--- src/rtl/cpu_run_ctrl_if.sv ---
// cpu_run_ctrl_if: run-controller bus; master = harness/CPU side (drives pc, pc_valid), slave = controller (drives cpu_reset, cycle, running, done, halted, timeout)
interface cpu_run_ctrl_if #(
  parameter int CNT_W = 32,
  parameter int PC_W = 32
);
  logic [PC_W-1:0] pc;
  logic pc_valid;
  logic cpu_reset;
  logic [CNT_W-1:0] cycle;
  logic running;
  logic done;
  logic halted;
  logic timeout;
  modport master(output pc, pc_valid, input cpu_reset, cycle, running, done, halted, timeout);
  modport slave(input pc, pc_valid, output cpu_reset, cycle, running, done, halted, timeout);
endinterface

--- src/rtl/cpu_run_ctrl.sv ---
// cpu_run_ctrl: CPU reset sequencer with power-on hold, one-shot reset injection, cycle count and halt/timeout end of run; ports clk, reset (async high), bus (slave: pc/pc_valid in; cpu_reset/cycle/running/done/halted/timeout out)
module cpu_run_ctrl #(
  parameter int CNT_W = 32,
  parameter int PC_W = 32,
  parameter int RST_CYCLES = 2,
  parameter int INJECT_AT = 11,
  parameter int INJ_CYCLES = 1,
  parameter int MAX_CYCLES = 100,
  parameter int HALT_REPEAT = 4
) (
  input logic clk,
  input logic reset,
  cpu_run_ctrl_if.slave bus
);
  localparam int RCW = $clog2(RST_CYCLES + 1);
  localparam int ICW = $clog2(INJ_CYCLES + 1);
  localparam int RPW = $clog2(HALT_REPEAT + 1);
  localparam logic [RCW-1:0] RST_LAST = RCW'(RST_CYCLES - 1);
  localparam logic [ICW-1:0] INJ_LAST = ICW'(INJ_CYCLES - 1);
  localparam logic [RPW-1:0] REP_HALT = RPW'(HALT_REPEAT);
  localparam logic [CNT_W-1:0] LAST_CYC = CNT_W'(MAX_CYCLES - 1);
  localparam logic [CNT_W-1:0] INJ_CYC = CNT_W'(INJECT_AT - 1);
  localparam logic INJ_EN = (INJECT_AT != 0);
  typedef enum logic [1:0] {RST, RUN, INJECT, DONE} state_t;
  state_t state, state_n;
  logic [RCW-1:0] rst_cnt, rst_cnt_n;
  logic [ICW-1:0] inj_cnt, inj_cnt_n;
  logic [RPW-1:0] rep, rep_n, rep_inc;
  logic [PC_W-1:0] last_pc, last_pc_n;
  logic injected, injected_n, have, have_n;
  logic pc_match, halt_hit, timeout_hit, inj_hit, active;
  assign active = (state == RUN) || (state == INJECT);
  assign rep_inc = rep + 1'b1;
  assign pc_match = bus.pc_valid && have && (bus.pc == last_pc);
  assign halt_hit = (state == RUN) && pc_match && (rep_inc == REP_HALT);
  assign timeout_hit = active && (bus.cycle == LAST_CYC);
  assign inj_hit = (state == RUN) && INJ_EN && !injected && (bus.cycle == INJ_CYC);
  always_comb begin
    state_n = state;
    rst_cnt_n = rst_cnt;
    inj_cnt_n = inj_cnt;
    injected_n = injected;
    have_n = have;
    last_pc_n = last_pc;
    rep_n = rep;
    case (state)
      RST: begin
        rst_cnt_n = rst_cnt + 1'b1;
        state_n = (rst_cnt == RST_LAST) ? RUN : RST;
      end
      RUN: begin
        if (bus.pc_valid) begin
          have_n = 1'b1;
          last_pc_n = bus.pc;
          rep_n = pc_match ? rep_inc : '0;
        end
        if (halt_hit || timeout_hit) state_n = DONE;
        else if (inj_hit) begin
          state_n = INJECT;
          injected_n = 1'b1;
          inj_cnt_n = '0;
          have_n = 1'b0;
          rep_n = '0;
        end
      end
      INJECT: begin
        have_n = 1'b0;
        rep_n = '0;
        inj_cnt_n = inj_cnt + 1'b1;
        state_n = timeout_hit ? DONE : (inj_cnt == INJ_LAST) ? RUN : INJECT;
      end
      default: ;
    endcase
  end
  always_ff @(posedge clk or posedge reset) begin
    if (reset) begin
      state <= RST;
      rst_cnt <= '0;
      inj_cnt <= '0;
      injected <= 1'b0;
      have <= 1'b0;
      last_pc <= '0;
      rep <= '0;
      bus.cycle <= '0;
      bus.cpu_reset <= 1'b1;
      bus.running <= 1'b0;
      bus.done <= 1'b0;
      bus.halted <= 1'b0;
      bus.timeout <= 1'b0;
    end else begin
      state <= state_n;
      rst_cnt <= rst_cnt_n;
      inj_cnt <= inj_cnt_n;
      injected <= injected_n;
      have <= have_n;
      last_pc <= last_pc_n;
      rep <= rep_n;
      bus.cycle <= active ? bus.cycle + 1'b1 : bus.cycle;
      bus.cpu_reset <= (state_n == RST) || (state_n == INJECT);
      bus.running <= (state_n == RUN) || (state_n == INJECT);
      bus.done <= (state_n == DONE);
      bus.halted <= bus.halted | halt_hit;
      bus.timeout <= bus.timeout | (timeout_hit & ~halt_hit);
    end
  end
endmodule
--- src/flat_wrapper.sv ---
// flat-port wrapper written by rule: the top's interface ports become plain ports
module cpu_run_ctrl_flat 
#(
  parameter int CNT_W = 32,
  parameter int PC_W = 32,
  parameter int RST_CYCLES = 2,
  parameter int INJECT_AT = 11,
  parameter int INJ_CYCLES = 1,
  parameter int MAX_CYCLES = 100,
  parameter int HALT_REPEAT = 4
)
  (clk, reset, bus_pc, bus_pc_valid, bus_cpu_reset, bus_cycle, bus_running, bus_done, bus_halted, bus_timeout);
  cpu_run_ctrl_if #(.CNT_W(CNT_W), .PC_W(PC_W)) bus_i ();
  input logic clk;
  input logic reset;
  input wire logic [$bits(bus_i.pc)-1:0] bus_pc;
  input wire logic [$bits(bus_i.pc_valid)-1:0] bus_pc_valid;
  output wire logic [$bits(bus_i.cpu_reset)-1:0] bus_cpu_reset;
  output wire logic [$bits(bus_i.cycle)-1:0] bus_cycle;
  output wire logic [$bits(bus_i.running)-1:0] bus_running;
  output wire logic [$bits(bus_i.done)-1:0] bus_done;
  output wire logic [$bits(bus_i.halted)-1:0] bus_halted;
  output wire logic [$bits(bus_i.timeout)-1:0] bus_timeout;
  assign bus_i.pc = bus_pc;
  assign bus_i.pc_valid = bus_pc_valid;
  assign bus_cpu_reset = bus_i.cpu_reset;
  assign bus_cycle = bus_i.cycle;
  assign bus_running = bus_i.running;
  assign bus_done = bus_i.done;
  assign bus_halted = bus_i.halted;
  assign bus_timeout = bus_i.timeout;
  cpu_run_ctrl #(.CNT_W(CNT_W), .PC_W(PC_W), .RST_CYCLES(RST_CYCLES), .INJECT_AT(INJECT_AT), .INJ_CYCLES(INJ_CYCLES), .MAX_CYCLES(MAX_CYCLES), .HALT_REPEAT(HALT_REPEAT)) u_core (.clk(clk), .reset(reset), .bus(bus_i));
endmodule
--- config.mk ---
export PLATFORM = sky130hd
export DESIGN_NAME = cpu_run_ctrl_flat
export DESIGN_NICKNAME = d
export VERILOG_FILES = /design/src/rtl/cpu_run_ctrl_if.sv /design/src/rtl/cpu_run_ctrl.sv /design/src/flat_wrapper.sv
export SDC_FILE = /design/constraint.sdc
export NUM_CORES = 1
export LEC_CHECK = 0
export ABC_AREA = 1
export BUFFER_PORTS_ARGS = -buffer_cell sky130_fd_sc_hd__clkbuf_2
export CAP_MARGIN = 20
export CORE_AREA = 2 2 95 97
export CTS_CLUSTER_DIAMETER = 200
export CTS_CLUSTER_SIZE = 25
export DETAILED_ROUTE_END_ITERATION = 16
export DIE_AREA = 0 0 97 99
export PLACE_DENSITY_LB_ADDON = 0.15
export SKIP_LAST_GASP = 1
export SLEW_MARGIN = 20
export SYNTH_ARGS = -nofsm -noshare
export SYNTH_HDL_FRONTEND = slang
export SYNTH_SLANG_ARGS = --single-unit
--- constraint.sdc ---
create_clock -name clk -period 2.1 [get_ports clk]
set_input_delay 0 -clock clk [delete_from_list [all_inputs] [get_ports clk]]
set_output_delay 0 -clock clk [all_outputs]
set_load 0.005 [all_outputs]
# Yosys cells after proc, flatten, opt, wreduce, memory -nomap -nowiden
# Cells that the tools add are included.
word_totals:
  output_inout_bits: 37
  mem_count: 0
  inputBits: 35
  latch_bits: 0
  rom_bits: 0
  ramBits: 0
  wordCells: 70
  register_bits: 79
classes:
  multipliers: 0
  eq_ne: 12
  shifts: 0
  addsub: 4
  n_mux: 18
  n_reduce_logical: 18
  n_bitwise: 5
  div_mod_pow: 0
  order_cmp: 0
op_table:
  columns: ["op", "n"]
  rows:
  - ["$add A32 B1 Y32 const B", 1]
  - ["$eq A32 B32 Y1", 1]
  - ["$eq A32 B4 Y1 const B", 1]
  - ["$eq A32 B7 Y1 const B", 1]
  - ["$mux W3", 4]
  - ["$mux W2", 4]
  - ["$logic_and A1 B1 Y1", 7]
  - ["$eq A2 B1 Y1 const B", 3]
  - ["$eq A2 B2 Y1 const B", 3]
  - ["$mux W1", 6]
  - ["$pmux W2 S3", 1]
  - ["$pmux W3 S2", 1]
  - ["$reduce_and A3 Y1", 2]
  - ["$logic_not A2 Y1", 2]
  - ["$logic_or A1 B1 Y1", 4]
  - ["$pmux W1 S2", 2]
  - ["$add A3 B1 Y3 const B", 1]
  - ["$eq A3 B3 Y1 const B", 1]
  - ["$add A2 B1 Y2 const B", 1]
  - ["$ne A2 B1 Y1 const B", 1]
  - ["$ne A2 B2 Y1 const B", 1]
  - ["$not A1 Y1", 2]
  - ["$or A1 B1 Y1", 2]
  - ["$reduce_and A2 Y1", 1]
  - ["other kinds (4)", 4]

# Logic depth before layout (Yosys ltp)
depth:
  word_depth: 9
  ltp_mapped: 15
  depth_no_buf: 15

# Worst setup path before layout
# Ideal clock, no wire load.
synth_timing:
  path_type: "register to register"
  startpoint: "register u_core.state[0]"
  endpoint: "register u_core.bus.cpu_reset"
  path_stages_with_launch: 15
  setup_time_ns: 0.084
  n_path_buf: 1
  period_less_slack_ns: 2.134
  t_arrival_ns: 2.050
  path_slack_ns: -0.034
  t_required_ns: 2.016
  path_cell_list: "dfrtp_1 -> inv_1 -> ha_1 -> buf_4 -> nand2_1 -> nor3_1 -> nand2_1 -> nor2_1 -> nand2_1 -> nand3_1 -> nand2_1 -> nand2_1 -> o21ai_1 -> ha_1 -> or2_2"
synth_between:
  elab_chain_len: 8
  word_cells_on_any_way: 17
  classes_between: "eq/ne (3); mux (4); reduce/logical (10)"
synth_lines:
  columns: ["element", "line", "source"]
  rows:
  - ["from (decl)", "cpu_run_ctrl.sv:25", "state_t state, state_n;"]
  - ["from (signal assigned)", "cpu_run_ctrl.sv:91", "state <= state_n;"]
  - ["$eq A2 B1 Y1 or $eq A2 B2 Y1 (tied branches)", "cpu_run_ctrl.sv:32", "assign active = (state == RUN) || (state == INJECT);"]
  - ["$logic_or A1 B1 Y1 *", "cpu_run_ctrl.sv:32", null]
  - ["via u_core.active", "cpu_run_ctrl.sv:31", "logic pc_match, halt_hit, timeout_hit, inj_hit, active;"]
  - ["$logic_and A1 B1 Y1 *", "cpu_run_ctrl.sv:36", "assign timeout_hit = active && (bus.cycle == LAST_CYC);"]
  - ["$logic_or A1 B1 Y1", "cpu_run_ctrl.sv:57", "if (halt_hit || timeout_hit) state_n = DONE;"]
  - ["$mux W2", "cpu_run_ctrl.sv:57", null]
  - ["$pmux W2 S3 *", "cpu_run_ctrl.sv:46", "case (state)"]
  - ["$eq A2 B2 Y1 or $logic_not A2 Y1 (tied branches)", "cpu_run_ctrl.sv:99", "bus.cpu_reset <= (state_n == RST) || (state_n == INJECT);"]
  - ["$logic_or A1 B1 Y1 *", "cpu_run_ctrl.sv:99", null]
  - ["to (signal assigned)", "cpu_run_ctrl.sv:99", null]
  - ["to (decl)", "cpu_run_ctrl_if.sv:15", "modport slave(input pc, pc_valid, output cpu_reset, cycle, running, done, halted, timeout);"]
# Mark *: on every way through the listed nets, which the timed path passes. The rest lies on a longest branch.
# A chain may end at the register's enable or synchronous reset.

# Final worst setup path
# Same ends and word-level chain as after synthesis.

==> run summary <==
Violated checks: setup timing
Endpoint class of the critical path: flip-flop
Routed len/inst: 12.7 um
Clk slew on worst S/H paths: 0.08 ns
Most frequent cells in the layout: 134 x nand2_1, 81 x inv_1, 78 x dfrtp_1
Initial antenna violation count: 0
Combinational share of power: 6.3%
Count of cell types in the netlist: 39
Crit Reg-Reg Endpoint: u_core.bus.cpu_reset
Commonest non-fill, non-tap cell in the layout: nand2_1
Initial core utilization: 50.4%
Final nets: 714
FF+latch count, synth: 79
Die Ht: 99 um
Clk pwr share: 40.4%
Worst Clk Skew: 0.0123 ns
Hold_ws: 0.0734 ns
Clock Path Buffers: 2
Top cell type's share of synthesized area: 45.3%
Ports: 72
DRC errors left: 0
CTS tree: built
HP Start: bus_pc_valid
Worst endpoint required time: 2.37 ns
Area delta synth->final: 31.9%
Antenna viol nets, final: 0
Peak supply drop: 277 uV
Fmax: 468 MHz
CP max FO: 5
Async SR Flop Fraction: 100%
Via Count: 3,733
Final Max Tran Viols: 0
Worst-case reg-to-reg path depth: 13
DP Area: 0.00504 mm^2
CTS sink cnt: 79
Switching part of the total: 22.3%
Root Driver: clkbuf_8
Synth top area cells: dfrtp_1 45%, nand2_1 12%, inv_1 7.1%
Largest net degree at the start of global routing: 56
CTS HTree Levels: 3
Place WS: -0.0518 ns
Die ar.: 0.00960 mm^2
Mapped Cells: 522
Row count: 34
Tmin final: 2.14 ns
Sequential share of power: 53.3%
Syn Area/Cell: 8.25 um^2
WP data arrival: 2.41 ns
Iteration-0 DRC Markers: 124
Post-synth EDFFs: 0
Max-cap violation count: 0
Area leader, netlist: dfrtp_1
Critical path launch point type: flip-flop
Synth warnings: 0
Post-Syn Area: 0.00431 mm^2
R2R setup slack: -0.04 ns
First-pass GRT wire length: 16.8 mm
Worst hold-check path type: primary input to flip-flop
Final Instance Area: 0.00568 mm^2
Vias/cell: 4.79
Ys flop type: dfrtp_1
Status: complete, but fails checks
Reg2reg start: u_core.state[0]
Worst hold endpoint: u_core.rep[2]
Non-Filler Instances: 779
RSZ-0062 raised after global routing: yes
# port buffers: 71
Crit Path Category: flip-flop to flip-flop
Final setup fails: 1
Core ar.: 0.00855 mm^2
Vias in the first global route: 3,710
Cells after DPL: 724
Inserted Clock Buffers: 9
DP HPWL: 6.91 mm
Clk_lat worst skew: 0.35 ns
FILL cells: 703
Sequential-to-total area share from yosys stat: 45.9%
Pwr dens: 502 mW/mm^2
Syn_nets: 569
Total Routing Usage GR: 21.5%
Die outline width: 97 um
Final hold violations: 0
Share of cells above drive strength 1: 25.8%
P_leak: 2.97 nW
GPL Wtd Cong: 0.821
DRT Wirelength: 9.87 mm
Crit share post-route: 102%
WHS Path Cells: 4
Final setup margin: -0.0365 ns
Sw power: 637 uW
N_diodes: 0
Worst slew pin tran: 0.596 ns
Drt pass-1 iters: 5
Total congestion overflow: 0
Cell Int Power: 2.22 mW
Slew HR: 60.2%
==> final cells by class <==
cell class / count / area (um^2) / area share (%)
Multi-Input combinational cell: 351 / 2070 / 36.5
Sequential cell: 79 / 1980 / 34.8
Timing Repair Buffer: 141 / 976 / 17.2
Inverter: 85 / 320 / 5.64
Clock buffer: 12 / 155 / 2.73
Tap cell: 108 / 135 / 2.38
Clock inverter: 3 / 42.5 / 0.749
==> synth_stat cells, types with 3 or more instances <==
library cell and number:
nor3_1 7, xnor2_1 15, nor2_1 40, nand3_1 21, dfrtp_1 78, a21oi_1 7, mux2_2 9, o21ai_1 5
nor4_1 5, inv_2 3, or2_2 3, nand4_1 11, nor2_2 4, xor2_1 24, nor2_4 3, nand2_1 138
ha_1 12, o21ai_0 28, clkbuf_1 5, inv_1 82
==> repair_timing <==
item,CTS,global route
hold endpoints to repair,62,0
buffers inserted,1,6
gates resized for setup,2,11
pin swaps,1,7
setup endpoints to repair,4,10
hold buffers,33,0
==> power groups by stage <==
stage,clock network [mW],registers [mW],logic [mW]
finish,1.15,1.52,0.181
global route,1.26,1.52,0.206
CTS,1.17,1.52,0.183
detailed placement,0,1.55,0.133
global placement,0,1.55,0.131
floorplan,0,1.55,0.0690
==> cell families after synthesis <==
group | synth area share [%]
AND/OR/NAND/NOR | 26.7
buffers and inverters | 8.13
flip-flops | 45.9
AO/OA/AOI/OAI | 5.49
XOR/XNOR | 7.93
adder cells (fa/ha/maj) | 3.49
multiplexers | 2.35
==> metal layers <==
metal / track usage [%] / wire [um] / vias up
met5: 0 / 0 / -
met3: 4.04 / 345 / 12
li1: - / - / 1916
met1: 28.1 / 4430 / 1732
met2: 36.4 / 4970 / 73
met4: 6.93 / 123 / 0
==> metrics by stage <==
step	util, %	total power [mW]	setup TNS [ns]
2_1_floorplan	-	1.62	-0.00416
3_3_place_gp	59.0	1.68	0
3_5_place_dp	59.0	1.68	-0.0926
4_1_cts	65.4	2.87	0
5_1_grt	66.4	2.98	-0.950
6_report	66.4	2.85	-0.0365
==> critical path: stages (launching register included) <==
cell,delay (ns)
dfrtp_1,0.36
inv_1,0.09
ha_4,0.31
nand2_4,0.06
nor3_4,0.18
nand2_2,0.10
nor2_2,0.12
nand2_1,0.11
nand3_1,0.11
nand2_1,0.08
nand2_1,0.08
o21ai_2,0.06
ha_2,0.17
or2_4,0.23
==> worst max-delay path by stage <==
stage,slack (ns),endpoint,cells after the start,startpoint
global route,-0.21,u_core.bus.cpu_reset,15,u_core.last_pc[1]
finish,-0.04,u_core.bus.cpu_reset,13,u_core.state[0]
CTS,0.007,u_core.bus.cpu_reset,15,u_core.last_pc[26]
global placement,0.02,u_core.bus.cpu_reset,13,u_core.state[1]
floorplan,-0.004,u_core.bus.cpu_reset,14,u_core.state[0]
detailed placement,-0.05,u_core.bus.cpu_reset,13,u_core.state[0]
==> flip-flops by register name, summed over array words and instances (netlist names), 2 cells and up <==
| register | cells |
|---|---|
| u_core.bus.cycle | 32 |
| u_core.rep | 3 |
| u_core.rst_cnt | 2 |
| u_core.last_pc | 32 |
| u_core.state | 2 |
(Power assumes the default switching activity.)
